## src/rtl/fibo_datapath.sv

```systemverilog
// Register file plus ALU that executes the Fibonacci controller's control word.
// Returns the registered zero/overflow status the controller branches on.
module fibo_datapath #(
    parameter int size       = 3,
    parameter int W          = 16,
    parameter int RESULT_REG = 3
) (
    input  logic            Clk,
    input  logic            Rst,
    input  logic [size-2:0] wrt_addr,
    input  logic            wrt_en,
    input  logic            load_data,
    input  logic [size-2:0] rd_addr1,
    input  logic [size-2:0] rd_addr2,
    input  logic [size-1:0] alu_opcode,
    input  logic [W-1:0]    data_in,
    output logic            zero_flag,
    output logic            ovf_flag,
    output logic [W-1:0]    result,
    output logic [W-1:0]    alu_out
);

    localparam int NREG = 1 << (size - 1);

    typedef enum logic [size-1:0] {
        OP_PASS = 0,
        OP_ADD  = 1,
        OP_SUB  = 2,
        OP_INC  = 3,
        OP_DEC  = 4,
        OP_AND  = 5,
        OP_OR   = 6,
        OP_CLR  = 7
    } alu_op_e;

    logic [W-1:0] rf_q [NREG];
    logic         zero_q;
    logic         zero_d;
    logic         ovf_q;
    logic         ovf_d;

    logic [W-1:0] opa;
    logic [W-1:0] opb;
    logic [W:0]   alu_ext;
    logic         alu_carry;
    logic [W-1:0] wd;

    assign opa = rf_q[rd_addr1];
    assign opb = rf_q[rd_addr2];

    // alu_ext carries the extra bit so carry and borrow fall out of bit W.
    always_comb begin
        alu_ext   = '0;
        alu_carry = 1'b0;
        case (alu_opcode)
            OP_PASS: alu_ext = {1'b0, opa};
            OP_ADD: begin
                alu_ext   = {1'b0, opa} + {1'b0, opb};
                alu_carry = alu_ext[W];
            end
            OP_SUB: begin
                alu_ext   = {1'b0, opa} - {1'b0, opb};
                alu_carry = alu_ext[W];
            end
            OP_INC: begin
                alu_ext   = {1'b0, opa} + {{W{1'b0}}, 1'b1};
                alu_carry = alu_ext[W];
            end
            OP_DEC: begin
                alu_ext   = {1'b0, opa} - {{W{1'b0}}, 1'b1};
                alu_carry = alu_ext[W];
            end
            OP_AND:  alu_ext = {1'b0, opa & opb};
            OP_OR:   alu_ext = {1'b0, opa | opb};
            OP_CLR:  alu_ext = '0;
            default: alu_ext = '0;
        endcase
    end

    assign alu_out = alu_ext[W-1:0];
    assign wd      = load_data ? data_in : alu_out;

    always_comb begin
        zero_d = zero_q;
        ovf_d  = ovf_q;
        if (wrt_en) begin
            zero_d = (wd == '0);
            if (load_data) begin
                ovf_d = 1'b0;
            end else if (alu_carry) begin
                ovf_d = 1'b1;
            end
        end
    end

    always_ff @(posedge Clk) begin
        if (Rst) begin
            for (int i = 0; i < NREG; i++) begin
                rf_q[i] <= '0;
            end
            zero_q <= 1'b1;
            ovf_q  <= 1'b0;
        end else begin
            if (wrt_en) begin
                rf_q[wrt_addr] <= wd;
            end
            zero_q <= zero_d;
            ovf_q  <= ovf_d;
        end
    end

    assign zero_flag = zero_q;
    assign ovf_flag  = ovf_q;
    assign result    = rf_q[RESULT_REG];

endmodule

```

## config.mk

```make
export PLATFORM = sky130hd
export DESIGN_NAME = fibo_datapath
export DESIGN_NICKNAME = d
export VERILOG_FILES = /design/src/rtl/fibo_datapath.sv
export SDC_FILE = /design/constraint.sdc
export NUM_CORES = 1
export LEC_CHECK = 0
export ABC_AREA = 1
export BUFFER_PORTS_ARGS = -buffer_cell sky130_fd_sc_hd__buf_2
export CORE_ASPECT_RATIO = 1.25
export CORE_MARGIN = 10
export CORE_UTILIZATION = 30
export CTS_BUF_LIST = sky130_fd_sc_hd__clkbuf_4 sky130_fd_sc_hd__clkbuf_8
export DETAILED_ROUTE_END_ITERATION = 16
export GPL_TIMING_DRIVEN = 1
export MAX_ROUTING_LAYER = met4
export PLACE_DENSITY = 0.56
export SYNTH_ARGS = -nofsm -noshare
export SYNTH_HDL_FRONTEND = slang
export SYNTH_SLANG_ARGS = --single-unit
```

## constraint.sdc

```tcl
create_clock -name Clk -period 4.35 [get_ports Clk]
set_input_delay 0.6525 -clock Clk [delete_from_list [all_inputs] [get_ports Clk]]
set_output_delay 0.6525 -clock Clk [all_outputs]
set_load 0.02 [all_outputs]
```

Word level (Yosys, flattened, before mapping) --
Memories as Yosys holds them, arrays and structs flattened. Cells that the tools add are included.
Word-level totals: RAM bits 64, logic and storage cells 34, register bits 2, bits of input ports 29, memories kept 1
Operators by class: bitwise operators 2, equality and inequality tests 7, muxes and demuxes 13, add/subtract/negate cells 4, reductions and logical operators 5
Memories:
- rf_q | words 4, width 16, read ports 3, clocked after memory_dff 0, wr ports 4, RTL line 36 | logic [W-1:0] rf_q [NREG];
Operator list (number):
- 16-bit one-hot mux with 8 select lines | 1
- 16-bit two-way mux | 2
- 16-bit by 1-bit adder with 17-bit output, second input constant | 1
- 16-bit by 16-bit adder with 17-bit output | 1
- 16-bit by 1-bit subtractor with 17-bit output, second input constant | 1
- 16-bit by 16-bit subtractor with 17-bit output | 1
- 16-bit AND | 1
- 16-bit zero test | 1
- 16-bit bitwise OR | 1
- 16-bit OR reduction | 1
- 3-bit == test, second input constant | 4
- 1-bit two-way mux | 8
- 3-bit by 2-bit == test with 1-bit output, second input constant | 2
- 1-bit one-hot mux with 4 select lines | 1
- 3-bit by 1-bit == test with 1-bit output, second input constant | 1
- 3-bit zero test | 1
- 2-bit two-way mux | 1
- 2-bit AND reduction | 1
- 2-bit nonzero test | 1

Logic depth before layout (Yosys ltp) --
depth after elaboration 5, gate-level depth with buffers 27, gate-level depth less buffers 25

Least setup slack after synthesis --
OpenSTA, ideal clock, no wires.
kind in2out, start point in rd_addr2[0], end point out alu_out[14], buffers on the path 2, data required time 3697 ps, data arrival time 3075 ps, path slack 622 ps, stages on the path 18, path through clkbuf_1 inv_1 clkbuf_1 nand2_1 a32oi_1 ha_1 fa_1 nand3b_1 nand2_1 nand2_1 nand2_1 nand3_1 nand3_1 nand2_1 nand3_1 nand2_1 nor2_2 nand3_1
On the way: longest elaborated chain between the ends 3, elaborated cells on any way between the ends 6, classes of those cells add/sub: 2; mux: 1; bitwise: 2; memory: 1
Ends and longest elaborated chain:
- start, declared | RTL line 14 | input logic [size-2:0] rd_addr2,
- memory 4 x 16 bit (*)
- 16-bit by 16-bit subtractor with 17-bit output, or another cell as far along | RTL line 62 | alu_ext = {1'b0, opa} - {1'b0, opb};
- 16-bit one-hot mux with 8 select lines (*) | RTL line 55 | case (alu_opcode)
- end, declared | RTL line 20 | output logic [W-1:0] alu_out
Every way passes the cells marked *; elsewhere a longest branch is shown, timed or not.

Worst setup path in the final report --
start point in rd_addr2[1], end point out alu_out[12]
The elaborated chain is that of the path after synthesis.

==> impl_metrics.py <==
metrics = {
    "status": {
        "status": "finished clean",
    },
    "layout": {
        "area_growth_syn_to_layout_pct": 16.4,
        "final_nets": 1330,
        "n_fill_cell": 2764,
        "antenna_cells": 0,
        "seqCellArea_sq_mm": 0.00196,
        "multi_input_area_sq_mm": 0.00506,
        "layout-drive-gt1-share_pct": 21.0,
    },
    "worst_setup_path": {
        "end_kind": "output pin",
        "worstSetupPathType": "primary input to output pin",
        "startpoint": "rd_addr2[1]",
        "worstPathRequired_ns": 3.70,
        "worstSetupStartpointType": "primary input",
        "crit_fanout": 5,
        "r2r-start": "rf_q[3][0]",
        "cp.arrival_ns": 3.54,
    },
    "cts": {
        "cts-root-buf": "clkbuf_8",
        "cts_tree": "yes",
        "ctsHoldBuffers": 0,
        "ctsHtreeMaxLevel": 3,
        "cts_made_buffers": 9,
        "ctsLongestPathBuffers": 2,
        "clock-sinks": 66,
        "clkLatencyLatePin_ns": 0.34,
        "path_clk_slew_ns": 0.06,
    },
    "logic_synthesis": {
        "yosys_warnings": 0,
        "synth_xor_area_share_pct": 0.231,
        "synthCells": 1156,
        "synth_ff_type": "edfxtp_1",
        "avgSynthCellArea_sq_um": 6.57,
        "synthSimpleGateAreaFrac_pct": 46.3,
        "yosysSeqAreaShare_pct": 25.8,
        "syn-num-nets": 1241,
        "synth_area_sq_mm": 0.00760,
        "muxShareOfSynthArea_pct": 0,
        "ys_ff_latch": 66,
        "synthAdderAreaFrac_pct": 9.42,
        "yosysUniqueCellTypes": 47,
        "synth_compound_area_share_pct": 9.42,
        "synth_edf_count": 64,
        "synth_top_family_by_area": "simple AND/OR/NAND/NOR gates",
        "synthArstFlopShare_pct": 0,
    },
    "sta": {
        "tightest_slew_ns": 0.814,
        "setup_viol": 0,
        "fin_ws_ns": 0.162,
        "drv_slew": 0,
        "rsz0062_at_grt": "yes",
        "slew_headroom_pct": 45.7,
        "fmax_mhz": 239,
        "period_needed_ns": 4.19,
        "fin_worst_skew_ns": 0.00858,
        "final.period_utilization_pct": 96.3,
        "hold_viol": 0,
    },
    "placed_design": {
        "hpwl_um": 21800,
        "numPortBuffers": 62,
        "gp_congestion": 0.952,
        "dp_slack_ns": 0.0159,
    },
    "route": {
        "routed_wl_um": 26600,
        "num_vias": 7849,
        "viasPerCell": 4.95,
        "antenna_left": 0,
        "drt_iter0_markers": 490,
        "drtPass1Iterations": 5,
        "wl_per_cell_um": 16.8,
        "drc": 0,
    },
    "flow_run": {
        "cap_violations": 0,
    },
    "die": {
        "num_rows": 65,
        "start_util_pct": 30.2,
        "core_area_sq_mm": 0.0251,
        "dieArea_sq_mm": 0.0321,
        "die_y_um": 198,
        "pin_count": 63,
        "fp.dieW_um": 162,
    },
    "power_and_ir_drop": {
        "leakagePower_nw": 4.20,
        "p_total_mw": 2.38,
        "vdd_drop_max_uv": 179,
        "power_density_mw_per_mm2": 269,
    },
    "global_route": {
        "antenna_found_initial": 0,
        "grt_pass1_wl_um": 41800,
        "track_usage_pct": 16.8,
        "grt_pass1_vias": 7638,
        "grt_max_degree": 35,
        "grt_overflow_total": 0,
    },
    "min_path": {
        "hold_path_class": "flop to flop",
        "min-delay-start": "zero_flag",
    },
}
[critical path, stage by stage]
cell and delay (ns):
buf_2 0.15, clkinvlp_2 0.26, buf_4 0.22, a21oi_1 0.11, a32oi_1 0.12, buf_4 0.20, fa_1 0.42, nand3b_1 0.21
nand2_1 0.13, nand2_1 0.10, nand2_1 0.14, a21oi_1 0.09, or2_1 0.21, nand3_1 0.11, nand3_2 0.10, nor2_2 0.11
nand2_1 0.05, buf_2 0.15
[Yosys cell counts (2+ instances only)]
cell type,count,area (sq um)
buf_4,2,15.0
nand4_1,17,106
o21bai_1,4,30.0
o21ai_0,23,115
inv_1,100,375
or2_1,2,12.5
a32oi_1,16,140
ha_1,54,676
and2_1,2,12.5
clkbuf_1,22,82.6
edfxtp_1,64,1920
a21boi_0,2,15.0
a21oi_1,62,310
buf_6,6,67.6
o21a_1,2,15.0
dfxtp_1,2,40.0
nand2_1,347,1300
nand3_1,146,731
or2_2,13,81.3
nor3_1,4,20.0
o211ai_1,2,15.0
a211oi_1,5,37.5
buf_2,7,35.0
nor2_1,134,503
inv_2,10,37.5
nand3_2,15,150
nor4_1,2,12.5
fa_1,2,40.0
nor2_4,6,67.6
nand2_4,14,158
nand2_2,32,200
nor2_2,16,100
clkinv_1,4,15.0
nand3_4,2,35.0
o21ai_1,3,15.0
[power breakdown]
part | total (mW) | switching, mW | internal, mW
logic | 1.11 | 0.744 | 0.364
clock network | 0.497 | 0.217 | 0.279
registers | 0.772 | 0.0310 | 0.741
[cells by family (layout without fill, tap and decap cells)]
family | count (synthesis) | after routing
AO/OA/AOI/OAI | 122 | 122
XOR/XNOR | 2 | 2
adder cells (fa/ha/maj) | 56 | 56
buffers and inverters | 155 | 249
flip-flops | 66 | 66
AND/OR/NAND/NOR | 755 | 755
[per-layer routing]
layer / global-route usage, % / up-vias / wire, um
li1: - / 3971 / -
met5: - / - / 0
met1: 19.4 / 3631 / 11300
met4: 7.02 / 0 / 919
met2: 29.8 / 196 / 13700
met3: 0.748 / 51 / 649
[flip-flops by register name (all words and copies together) (netlist names)]
signal	flops
zero_flag	1
rf_q	64
ovf_flag	1
[cell type report]
type                       instances  share of cell area, %
clock buffer                      12                   1.66
timing repair buffer             116                   8.52
timing repair inverter             1                 0.0566
clock inverter                     4                  0.481
sequential                        66                   22.2
inverter                         116                   5.08
tap                              335                   4.74
multi-input combinational        935                   57.3
[layout by cell type, fill, tap and decap left out, drive strengths merged, types with 4 or more instances in the layout]
| master | Yosys | layout |
|---|---|---|
| nand3 | 163 | 163 |
| a21oi | 62 | 62 |
| clkinv | 4 | 7 |
| nand2 | 393 | 393 |
| nand4 | 17 | 17 |
| buf | 17 | 116 |
| o21ai | 26 | 26 |
| ha | 54 | 54 |
| nor3 | 5 | 5 |
| nor2 | 156 | 156 |
| inv | 112 | 111 |
| edfxtp | 64 | 64 |
| a211oi | 5 | 5 |
| o21bai | 4 | 4 |
| a32oi | 16 | 16 |
| clkbuf | 22 | 12 |
| or2 | 15 | 15 |
[path summary, 6_finish.rpt]
check / endpoint / slack, ns / cells after the start
hold / removal: zero_flag / 0.49 / 2
setup reg to reg: zero_flag / 0.93 / 19
hold reg to reg: zero_flag / 0.49 / 2
setup / recovery: alu_out[12] / 0.16 / 18
[per-stage QoR]
step | hold WS (ns) | utilization [%] | cells | TNS (ns) | instance area (sq um)
CTS | 0.501 | 34.6 | 1579 | 0 | 8700
floorplan | 0.555 | - | 1156 | 0 | 7600
global placement | 0.482 | 33.9 | 1563 | 0 | 8510
detailed placement | 0.481 | 33.9 | 1563 | 0 | 8510
finish | 0.493 | 35.2 | 1585 | 0 | 8840
global route | 0.516 | 35.2 | 1585 | -0.0679 | 8840
[what timing repair did]
item	CTS	global route
setup buffers	0	5
endpoints found under the setup margin	0	10
resized for setup	0	22
(Power assumes the default switching activity.)
